==> src/rtl/cla_pkg.sv <==
// Shared constants and elaboration helpers for the pipelined carry-lookahead adder.
package cla_pkg;

    localparam int CLA_GROUP = 4;

    function automatic int slice_w(input int width, input int stages);
        return width / stages;
    endfunction

    // Every stage must hold a whole number of 4-bit lookahead groups.
    function automatic bit width_ok(input int width, input int stages);
        return (stages >= 1) && (width > 0) && ((width % (CLA_GROUP * stages)) == 0);
    endfunction

endpackage

==> src/rtl/cla_group4.sv <==
// 4-bit generate/propagate carry-lookahead group; cascaded to build one pipeline slice.
module cla_group4
    import cla_pkg::*;
(
    input  logic [3:0] a,
    input  logic [3:0] b,
    input  logic       ci,
    output logic [3:0] s,
    output logic       co
);

    logic [3:0] p;
    logic [3:0] g;
    logic [4:0] c;

    assign p = a ^ b;
    assign g = a & b;

    // Flattened lookahead terms so no carry ripples through the group.
    assign c[0] = ci;
    assign c[1] = g[0] | (p[0] & ci);
    assign c[2] = g[1] | (p[1] & g[0]) | (p[1] & p[0] & ci);
    assign c[3] = g[2] | (p[2] & g[1]) | (p[2] & p[1] & g[0]) | (p[2] & p[1] & p[0] & ci);
    assign c[4] = g[3] | (p[3] & g[2]) | (p[3] & p[2] & g[1]) | (p[3] & p[2] & p[1] & g[0])
                | (p[3] & p[2] & p[1] & p[0] & ci);

    assign s  = p ^ c[3:0];
    assign co = c[4];

endmodule

==> src/rtl/pipelined_cla_adder.sv <==
// Pipelined carry-lookahead adder with valid/ready flow control, one operand slice per stage.
// Optional signed Overflow output is enabled by defining CLA_OVERFLOW_EN.
module pipelined_cla_adder
    import cla_pkg::*;
#(
    parameter int WIDTH  = 32,
    parameter int STAGES = 4
) (
    input  logic             clk,
    input  logic             rst,
    input  logic             in_valid,
    output logic             in_ready,
    input  logic [WIDTH-1:0] A,
    input  logic [WIDTH-1:0] B,
    input  logic             Cin,
    output logic             out_valid,
    input  logic             out_ready,
    output logic [WIDTH-1:0] Sum,
    output logic             Cout
`ifdef CLA_OVERFLOW_EN
    ,
    output logic             Overflow
`endif
);

    localparam int SLICE  = slice_w(WIDTH, STAGES);
    localparam int GROUPS = SLICE / CLA_GROUP;
    localparam int LAST   = STAGES - 1;
    localparam logic [WIDTH-1:0] SLICE_MASK = (WIDTH'(1) << SLICE) - WIDTH'(1);

    if (!width_ok(WIDTH, STAGES)) begin : g_bad_params
        $error("pipelined_cla_adder: WIDTH must be a multiple of 4*STAGES");
    end

    logic [STAGES-1:0] vld_p;
    logic [STAGES-1:0] c_p;
    logic [WIDTH-1:0]  a_p [STAGES];
    logic [WIDTH-1:0]  b_p [STAGES];
    logic [WIDTH-1:0]  s_p [STAGES];

    logic [STAGES-1:0] can_load;
    logic [STAGES-1:0] v_up;
    logic [STAGES-1:0] c_in;
    logic [STAGES-1:0] c_nxt;
    logic [WIDTH-1:0]  a_in  [STAGES];
    logic [WIDTH-1:0]  b_in  [STAGES];
    logic [WIDTH-1:0]  s_in  [STAGES];
    logic [WIDTH-1:0]  s_nxt [STAGES];

    // A stage can load if out_ready is high or any stage at or below it is empty.
    always_comb begin
        logic room;
        room = out_ready;
        can_load = '0;
        for (int k = LAST; k >= 0; k--) begin
            room        = room | ~vld_p[k];
            can_load[k] = room;
        end
    end

    always_comb begin
        a_in[0] = A;
        b_in[0] = B;
        s_in[0] = '0;
        c_in[0] = Cin;
        v_up[0] = in_valid;
        for (int k = 1; k < STAGES; k++) begin
            a_in[k] = a_p[k-1];
            b_in[k] = b_p[k-1];
            s_in[k] = s_p[k-1];
            c_in[k] = c_p[k-1];
            v_up[k] = vld_p[k-1];
        end
    end

    for (genvar k = 0; k < STAGES; k++) begin : g_stage
        logic [GROUPS:0]    gc;
        logic [SLICE-1:0]   sl;
        logic [WIDTH-1:0]   sl_ext;

        assign gc[0] = c_in[k];
        for (genvar g = 0; g < GROUPS; g++) begin : g_grp
            cla_group4 u_grp (
                .a  (a_in[k][k*SLICE + g*CLA_GROUP +: CLA_GROUP]),
                .b  (b_in[k][k*SLICE + g*CLA_GROUP +: CLA_GROUP]),
                .ci (gc[g]),
                .s  (sl[g*CLA_GROUP +: CLA_GROUP]),
                .co (gc[g+1])
            );
        end

        assign sl_ext   = WIDTH'(sl) << (k * SLICE);
        assign s_nxt[k] = (s_in[k] & ~(SLICE_MASK << (k * SLICE))) | sl_ext;
        assign c_nxt[k] = gc[GROUPS];
    end

    // Stage registers: operands skew forward, finished sum slices deskew alongside.
    always_ff @(posedge clk or posedge rst) begin
        if (rst) begin
            vld_p <= '0;
            c_p   <= '0;
            for (int k = 0; k < STAGES; k++) begin
                a_p[k] <= '0;
                b_p[k] <= '0;
                s_p[k] <= '0;
            end
        end else begin
            for (int k = 0; k < STAGES; k++) begin
                if (can_load[k]) begin
                    vld_p[k] <= v_up[k];
                    if (v_up[k]) begin
                        a_p[k] <= a_in[k];
                        b_p[k] <= b_in[k];
                        s_p[k] <= s_nxt[k];
                        c_p[k] <= c_nxt[k];
                    end
                end
            end
        end
    end

`ifdef CLA_OVERFLOW_EN
    logic ovf_p;

    // Signed overflow: operands share a sign that the result does not.
    always_ff @(posedge clk or posedge rst) begin
        if (rst) begin
            ovf_p <= 1'b0;
        end else if (can_load[LAST] && v_up[LAST]) begin
            ovf_p <= (a_in[LAST][WIDTH-1] == b_in[LAST][WIDTH-1]) &&
                     (s_nxt[LAST][WIDTH-1] != a_in[LAST][WIDTH-1]);
        end
    end

    assign Overflow = ovf_p;
`endif

    assign in_ready  = can_load[0];
    assign out_valid = vld_p[LAST];
    assign Sum       = s_p[LAST];
    assign Cout      = c_p[LAST];

endmodule

==> config.mk <==
export PLATFORM = sky130hd
export DESIGN_NAME = pipelined_cla_adder
export DESIGN_NICKNAME = d
export VERILOG_FILES = /design/src/rtl/cla_pkg.sv /design/src/rtl/cla_group4.sv /design/src/rtl/pipelined_cla_adder.sv
export SDC_FILE = /design/constraint.sdc
export NUM_CORES = 1
export LEC_CHECK = 0
export BUFFER_PORTS_ARGS = -buffer_cell sky130_fd_sc_hd__buf_2
export CORE_MARGIN = 1.5
export CORE_UTILIZATION = 62
export DETAILED_ROUTE_END_ITERATION = 8
export HOLD_SLACK_MARGIN = 0.08
export MAX_ROUTING_LAYER = met4
export PLACE_DENSITY = 0.85
export SYNTH_ARGS = -nofsm -noshare
export SYNTH_HDL_FRONTEND = slang
export SYNTH_SLANG_ARGS = --single-unit
==> constraint.sdc <==
create_clock -name clk -period 18.3 [get_ports clk]
set_clock_uncertainty 0.2 [all_clocks]
set_input_delay 1.83 -clock clk [delete_from_list [all_inputs] [get_ports clk]]
set_output_delay 1.83 -clock clk [all_outputs]
set_load 0.005 [all_outputs]
After elaboration in Yosys (flattened, before gate mapping)

Cells that the tools add are included.

Add/sub/neg operators: 0
Multiply operators: 0
Divide/modulo/power cells: 0
$lt $le $gt $ge: 0
Equal/unequal tests: 0
Shift operators: 0
Muxes and demuxes: 0
Bitwise logic cells: 243
Reductions and logical operators: 4

Operators by type and width:

| cell                 | number |
|---|---|
| AND 1 bit            | 128 |
| OR 1 bit             | 84 |
| bitwise XOR 4 bit    | 16 |
| AND 4 bit            | 8 |
| OR 24 x 32 -> 32 bit | 1 |
| OR 16 x 24 -> 24 bit | 1 |
| OR 8 x 16 -> 16 bit  | 1 |
| AND reduction 2 bit  | 4 |
| NOT 1 bit            | 4 |

Register bits: 280
Bits in latches: 0
RAM bits: 0
Bits in read-only memories: 0
Bits of input ports: 69
Output and inout port bits: 35
Logic and storage cells: 265
Memories kept: 0

Longest topological paths before layout

Gate-level depths: netlist of run 1.

Depth after elaboration: 10
Gate-level depth with buffers: 8
Gate-level depth less buffers: 8

By module

Synthesis of run 1 repeated with hierarchy kept, for this count alone.

Cell total of the unflattened synthesis: 508
Area total of the unflattened synthesis: 8,042.7 µm²

Modules (own cells, without submodules):

| module                                      | instances | cells an instance | area an instance (µm²) | seq. area each (µm²) |
|---|---|---|---|---|
| pipelined_cla_adder                         | 1         | 396               | 6,951.7                | 4,604.4 |
| cla_group4 at g_stage[1].g_grp[0].u_grp ... | 6         | 13                | 132.6                  | 0.0 |
| cla_group4 at g_stage[0].g_grp[0].u_grp ... | 2         | 17                | 147.6                  | 0.0 |

Worst setup path after synthesis of run 1

Ideal clock, no wire load.

Path type: input to output
Start: input port out_ready
End: output port in_ready
Arrival time: 2.077 ns
Required time: 16.270 ns
Setup slack: 14.193 ns
Stages on the path: 2
Buffers on the path: 0
Path through: nor2b_4 > nand4_4

Cells in the longest elaborated chain, start to end: 4

Ends and longest elaborated chain:

| element                | line                      | RTL |
|---|---|---|
| from (decl)            | pipelined_cla_adder.sv:17 | `input logic out_ready,` |
| OR 1 bit (4 in series) | pipelined_cla_adder.sv:56 | `room = room \| ~vld_p[k];` |
| to (decl)              | pipelined_cla_adder.sv:12 | `output logic in_ready,` |

No other way between the ends.

Worst setup path after layout of run 1

Ends and elaborated chain as after synthesis.

==> flow_summary.yaml, run 1 <==
run_status:
  outcome: "complete, no violations"
synth:
  synth_ff_type: "dfrtp_1"
  yosys_register_bits: 184
  synth.area.top_cells: "dfrtp_1 56%, mux2_2 19%, ha_1 4.9%, o21ai_0 2.5%, fa_1 2.0%"
  synth_cells: 588
  yosysWarnings: 0
  syn_area_sq_um: 8160
  synth_area_per_cell_sq_um: 13.9
  ys_seq_area_share_pct: 56.4
  netlist.area_leader.share_pct: 56.4
  yosysMostFrequentCell: "dfrtp_1"
  syn_nets: 697
  async_flop_share_pct: 100
  ys_types: 36
  synth_edf_count: 0
  synth_top_area_cell: "dfrtp_1"
  synth_common_cells: "184 x dfrtp_1, 139 x mux2_2, 41 x o21ai_0"
place:
  hpwlAfterDp_mm: 9.69
  globalplace.congestion: 0.804
  portBuffers: 103
  placed_cell_area_sq_um: 8700
routing:
  drt-met1-wl_mm: 5.81
  via_per_inst: 5.46
  first_pass_iters: 4
  dr.max_layer_used: "met4"
  drc: 0
  wl_met2_mm: 7.42
  met3_length_microns: 707
  drt-initial-drc-count: 219
  routed_wirelength_mm: 14.2
  ant_nets: 0
  wl_per_cell_microns: 16.2
  vias: 4775
worst_setup_path:
  max_stage_delay_ns: 0.16
  critPathCaptureType: "output port"
  cp.arrival_ns: 2.38
  cp_max_fo: 3
  required_ns: 16.27
  crit_family: "buffers and inverters"
  worstPathCellList: "buf_2 -> nor2b_4 -> nand4_4 -> buf_2"
  crit_buf_inv: 2
  cpMostUsedCell: "buf_2"
  slowest_stage: "buf_2"
  critPathKind: "primary input to output port"
  crit_path_start_kind: "primary input"
grt:
  first_global_vias: 5105
  grt_max_degree: 112
  overflow: 0
  grt.total_usage_pct: 23.0
  grt_pass1_wl_mm: 24.2
  antenna_found_initial: 1
clock_network:
  root_buffer: "clkbuf_16"
  clock_path_buffers: 2
  clkLatencyLatePin_ns: 0.43
  cts_tree: "done"
  hold_buffers: 0
  cts_sinks: 184
  clkTransAtPathRegs_ns: 0.06
  post_cts_buffers: 0
  cts_resized: 0
  numCtsBuffers: 17
  htreeDepth: 4
timing:
  max-slew-margin-rel_pct: 26.4
  max_freq_mhz: 227
  tns_ns: 0
  worst-slew-pin-transition_ns: 1.10
  hold_viol: 0
  drv_slew: 0
  min_period_over_period_pct: 24.1
  setup_viol: 0
  final.min_clock_period_ns: 4.41
  rsz0062_at_grt: "no"
die:
  die-area_sq_um: 13900
  io_pins: 104
  rows: 41
  die_y_microns: 118
  initial_core_util_pct: 64.2
  die_w_microns: 118
  fp.coreArea_sq_um: 12700
pwr:
  comb_power_share_pct: 30.1
  max-vdd-ir-drop_mv: 0.0760
  switchingPower_w: 0.000408
  leakage_nw: 4.30
  pwr-share-clk_pct: 24.1
  p_int_w: 0.000953
  power.density_nw_per_um2: 147
  seqPwrFrac_pct: 45.7
  p_sw_share_pct: 30.0
layout:
  postLayoutCellArea_sq_um: 9240
  fin_util_pct: 72.6
  areaGrowthSynthToFinish_pct: 13.1
  drive_gt1_share_pct: 39.7
  finalNetCount: 800
hold_path:
  hp-class: "flop to flop"
run:
  max_cap_violations: 0
[metrics by stage]
step / setup slack (ns) / hold WS (ns) / power [W] / instances
floorplan: 11.27 / 0.245 / 0.000914 / 588
global placement: 13.91 / 0.258 / 0.00100 / 844
detailed placement: 13.89 / 0.266 / 0.00104 / 844
CTS: 13.89 / 0.279 / 0.00138 / 874
global route: 13.86 / 0.296 / 0.00145 / 875
finish: 13.89 / 0.273 / 0.00136 / 875
[power by group through the flow]
stage | logic, W | registers, W | clock network, W
6_report | 0.000410 | 0.000622 | 0.000329
4_1_cts | 0.000416 | 0.000625 | 0.000335
2_1_floorplan | 0.000306 | 0.000608 | 0
3_5_place_dp | 0.000409 | 0.000630 | 0
3_3_place_gp | 0.000385 | 0.000619 | 0
5_1_grt | 0.000459 | 0.000641 | 0.000354
[cell usage in the layout (no fill, tap or decap), drive strengths merged, types with 14 or more instances in the layout]
master,netlist,final
nand2,37,37
inv,14,14
clkbuf,1,27
mux2,148,148
dfrtp,184,184
ha,32,32
nor2,18,18
o21ai,41,41
xor2,16,16
buf,21,106
[worst paths after layout]
check	cells after the start	slack (ns)	startpoint	endpoint
worst max-delay path	4	13.89	out_ready	in_ready
worst min-delay path	2	0.27	Sum[27]	Sum[27]
worst max register to register	7	15.71	a_in[24]	Sum[28]
worst min register to register	2	0.27	Sum[27]	Sum[27]
max in group asynchronous	3	15.00	rst	s_in[42]
min in group asynchronous	2	1.41	rst	s_in[37]
[tightest hold or removal path, delay by kind of cell (launching register included)]
family	cells	cell delay (ns)
DFF	1	0.33
AOI/OAI and AO/OA	1	0.06
and+or+nand+nor	1	0.05
[area by class of cell]
cell class / instances / area [sq um]
sequential: 184 / 4600
antenna: 1 / 2.50
multi-input combinational: 368 / 3290
clock inverter: 3 / 15.0
fill: 870 / 3490
timing repair buffer: 106 / 538
tap: 172 / 215
clock buffer: 27 / 513
inverter: 14 / 57.6
[cell families after synthesis]
family,synth area share (%)
adders and majority gates,6.87
muxes,20.6
AOI/OAI and AO/OA,5.89
DFF,56.4
buffers and inverters,3.37
and+or+nand+nor,4.60
xor gates and xnor gates,2.25
[registers in the layout (all words and copies together), names as in the netlist]
name / cells
Sum: 32
s_in: 48
b_in: 48
vld_p: 4
c_p: 4
a_in: 48
[per-layer routing]
metal  track usage (%)  up-vias
li1                  -     2285
met1              26.1     2362
met2              39.0      106
met3              6.98       22
met4              8.00        0
met5                 -        -
(Power assumes the default switching activity.)
==> inputs of run 2 (changes only) <==
--- a/config.mk
+++ b/config.mk
@@ -7,11 +7,11 @@
 export LEC_CHECK = 0
 export BUFFER_PORTS_ARGS = -buffer_cell sky130_fd_sc_hd__buf_2
 export CORE_MARGIN = 1.5
-export CORE_UTILIZATION = 62
+export CORE_UTILIZATION = 52
 export DETAILED_ROUTE_END_ITERATION = 8
 export HOLD_SLACK_MARGIN = 0.08
 export MAX_ROUTING_LAYER = met4
-export PLACE_DENSITY = 0.85
+export PLACE_DENSITY = 0.76
 export SYNTH_ARGS = -nofsm -noshare
 export SYNTH_HDL_FRONTEND = slang
 export SYNTH_SLANG_ARGS = --single-unit
==> constraint.sdc (replaced) <==
create_clock -name clk -period 3.6 [get_ports clk]
set_clock_uncertainty 0.2 [all_clocks]
set_input_delay 0.36 -clock clk [delete_from_list [all_inputs] [get_ports clk]]
set_output_delay 0.36 -clock clk [all_outputs]
set_load 0.005 [all_outputs]
==> flow_summary.yaml, run 2 (synthesis gave the netlist of run 1 again) <==
run_status:
  outcome: "complete, no violations"
die:
  die_w_microns: 128
  die_y_microns: 128
  fp.coreArea_sq_um: 15300
  io_pins: 104
  rows: 45
  die-area_sq_um: 16500
  initial_core_util_pct: 53.5
timing:
  setup_viol: 0
  min_period_over_period_pct: 70.3
  tns_ns: 0
  rsz0062_at_grt: "no"
  drv_slew: 0
  max_freq_mhz: 395
  final.min_clock_period_ns: 2.53
  whs_ns: 0.159
  worst-slew-pin-transition_ns: 0.970
  max-slew-margin-rel_pct: 35.1
  setup_ws_ns: 1.07
  hold_viol: 0
layout:
  finalNetCount: 858
  final_common_cell: "dfrtp_1"
  fin_util_pct: 65.0
  drive_gt1_share_pct: 38.2
  layout_common_cells: "184 x dfrtp_1, 139 x mux2_2, 103 x buf_2"
  areaGrowthSynthToFinish_pct: 21.4
  fin_cells: 973
  antenna_cells: 0
routing:
  ant_nets: 0
  wl_per_cell_microns: 15.7
  vias: 5075
  via_per_inst: 5.22
  drc: 0
  first_pass_iters: 4
  routed_wirelength_mm: 15.3
  drt-initial-drc-count: 264
clock_network:
  hold_buffers: 52
  clkLatencyLatePin_ns: 0.43
  numCtsBuffers: 17
  clkTransAtPathRegs_ns: 0.07
  post_cts_buffers: 0
  cts_sinks: 184
  cts_resized: 0
  clock_path_buffers: 2
  htreeDepth: 4
  cts_tree: "done"
  root_buffer: "clkbuf_16"
grt:
  overflow: 0
  grt_max_degree: 57
  grt_pass1_wl_mm: 25.7
  first_global_vias: 5335
  grt.total_usage_pct: 21.0
  antenna_found_initial: 0
place:
  place_inst: 889
  portBuffers: 103
  post-place-ws_ns: 1.11
  globalplace.congestion: 0.798
  hpwlAfterDp_mm: 10.2
worst_setup_path:
  cp.arrival_ns: 2.65
  critPathCaptureType: "flop"
  required_ns: 3.72
  crit_path_start_kind: "flop"
  critPathKind: "flop to flop"
  cp_max_fo: 3
pwr:
  power.density_nw_per_um2: 709
  leakage_nw: 4.55
  max-vdd-ir-drop_mv: 0.414
run:
  max_cap_violations: 0
hold_path:
  hp-class: "primary input to flop"
-- run 2: cell count changes in the layout (fill, tap and decap cells not counted), moves of 2 or more --
cell,before,now
clkbuf_1,5,1
clkinvlp_4,0,6
dlygate4sd3_1,0,52
buf_12,0,4
clkinv_4,0,4
clkbuf_8,5,1
buf_4,3,5
-- run 2: worst max-delay path, cell delays in order (launching register included) --
cell,delay [ns]
dfrtp_1,0.40
ha_1,0.31
a211oi_1,0.38
nor2_1,0.15
o21ai_0,0.19
nand2b_1,0.09
fa_1,0.44
mux2_2,0.27
-- run 2: final cells by class --
cell class | instances | area [sq um]
Clock inverter | 13 | 100
Clock buffer | 19 | 443
Fill cell | 1112 | 5350
Inverter | 14 | 56.3
Sequential cell | 184 | 4600
Multi-Input combinational cell | 368 | 3290
Timing Repair Buffer | 164 | 1150
Tap cell | 211 | 264
-- run 2: metrics by stage --
| stage | instance area [sq um] | power, W |
|---|---|---|
| finish | 9910 | 0.00703 |
| global route | 9910 | 0.00751 |
| global placement | 8850 | 0.00514 |
| floorplan | 8170 | 0.00465 |
| detailed placement | 8850 | 0.00530 |
| CTS | 9910 | 0.00711 |
-- run 2: worst paths after layout --
check | start | to | slack [ns] | cells past startpoint
min in group asynchronous | rst | Sum[3] | 0.44 | 3
max in group asynchronous | rst | s_in[45] | 2.00 | 4
max reg2reg | a_in[24] | Sum[28] | 1.07 | 7
min reg2reg | s_in[18] | s_in[18] | 0.28 | 2
min | B[4] | s_in[68] | 0.16 | 3
max | a_in[24] | Sum[28] | 1.07 | 7
-- run 2: power breakdown --
group	internal, W	total, W	switching, W	leakage, nW
Clock	0.000906	0.00171	0.000801	0.252
Combinational	0.00116	0.00215	0.000985	2.12
Sequential	0.00277	0.00317	0.000409	2.18
-- run 2: layer usage --
metal  routed length (microns)  vias up  global-route usage, %
li1                          -     2403                      -
met1                      6490     2525                   24.8
met2                      7800      123                   34.6
met3                       751       24                   6.76
met4                       218        0                   6.01
met5                         0        -                      -
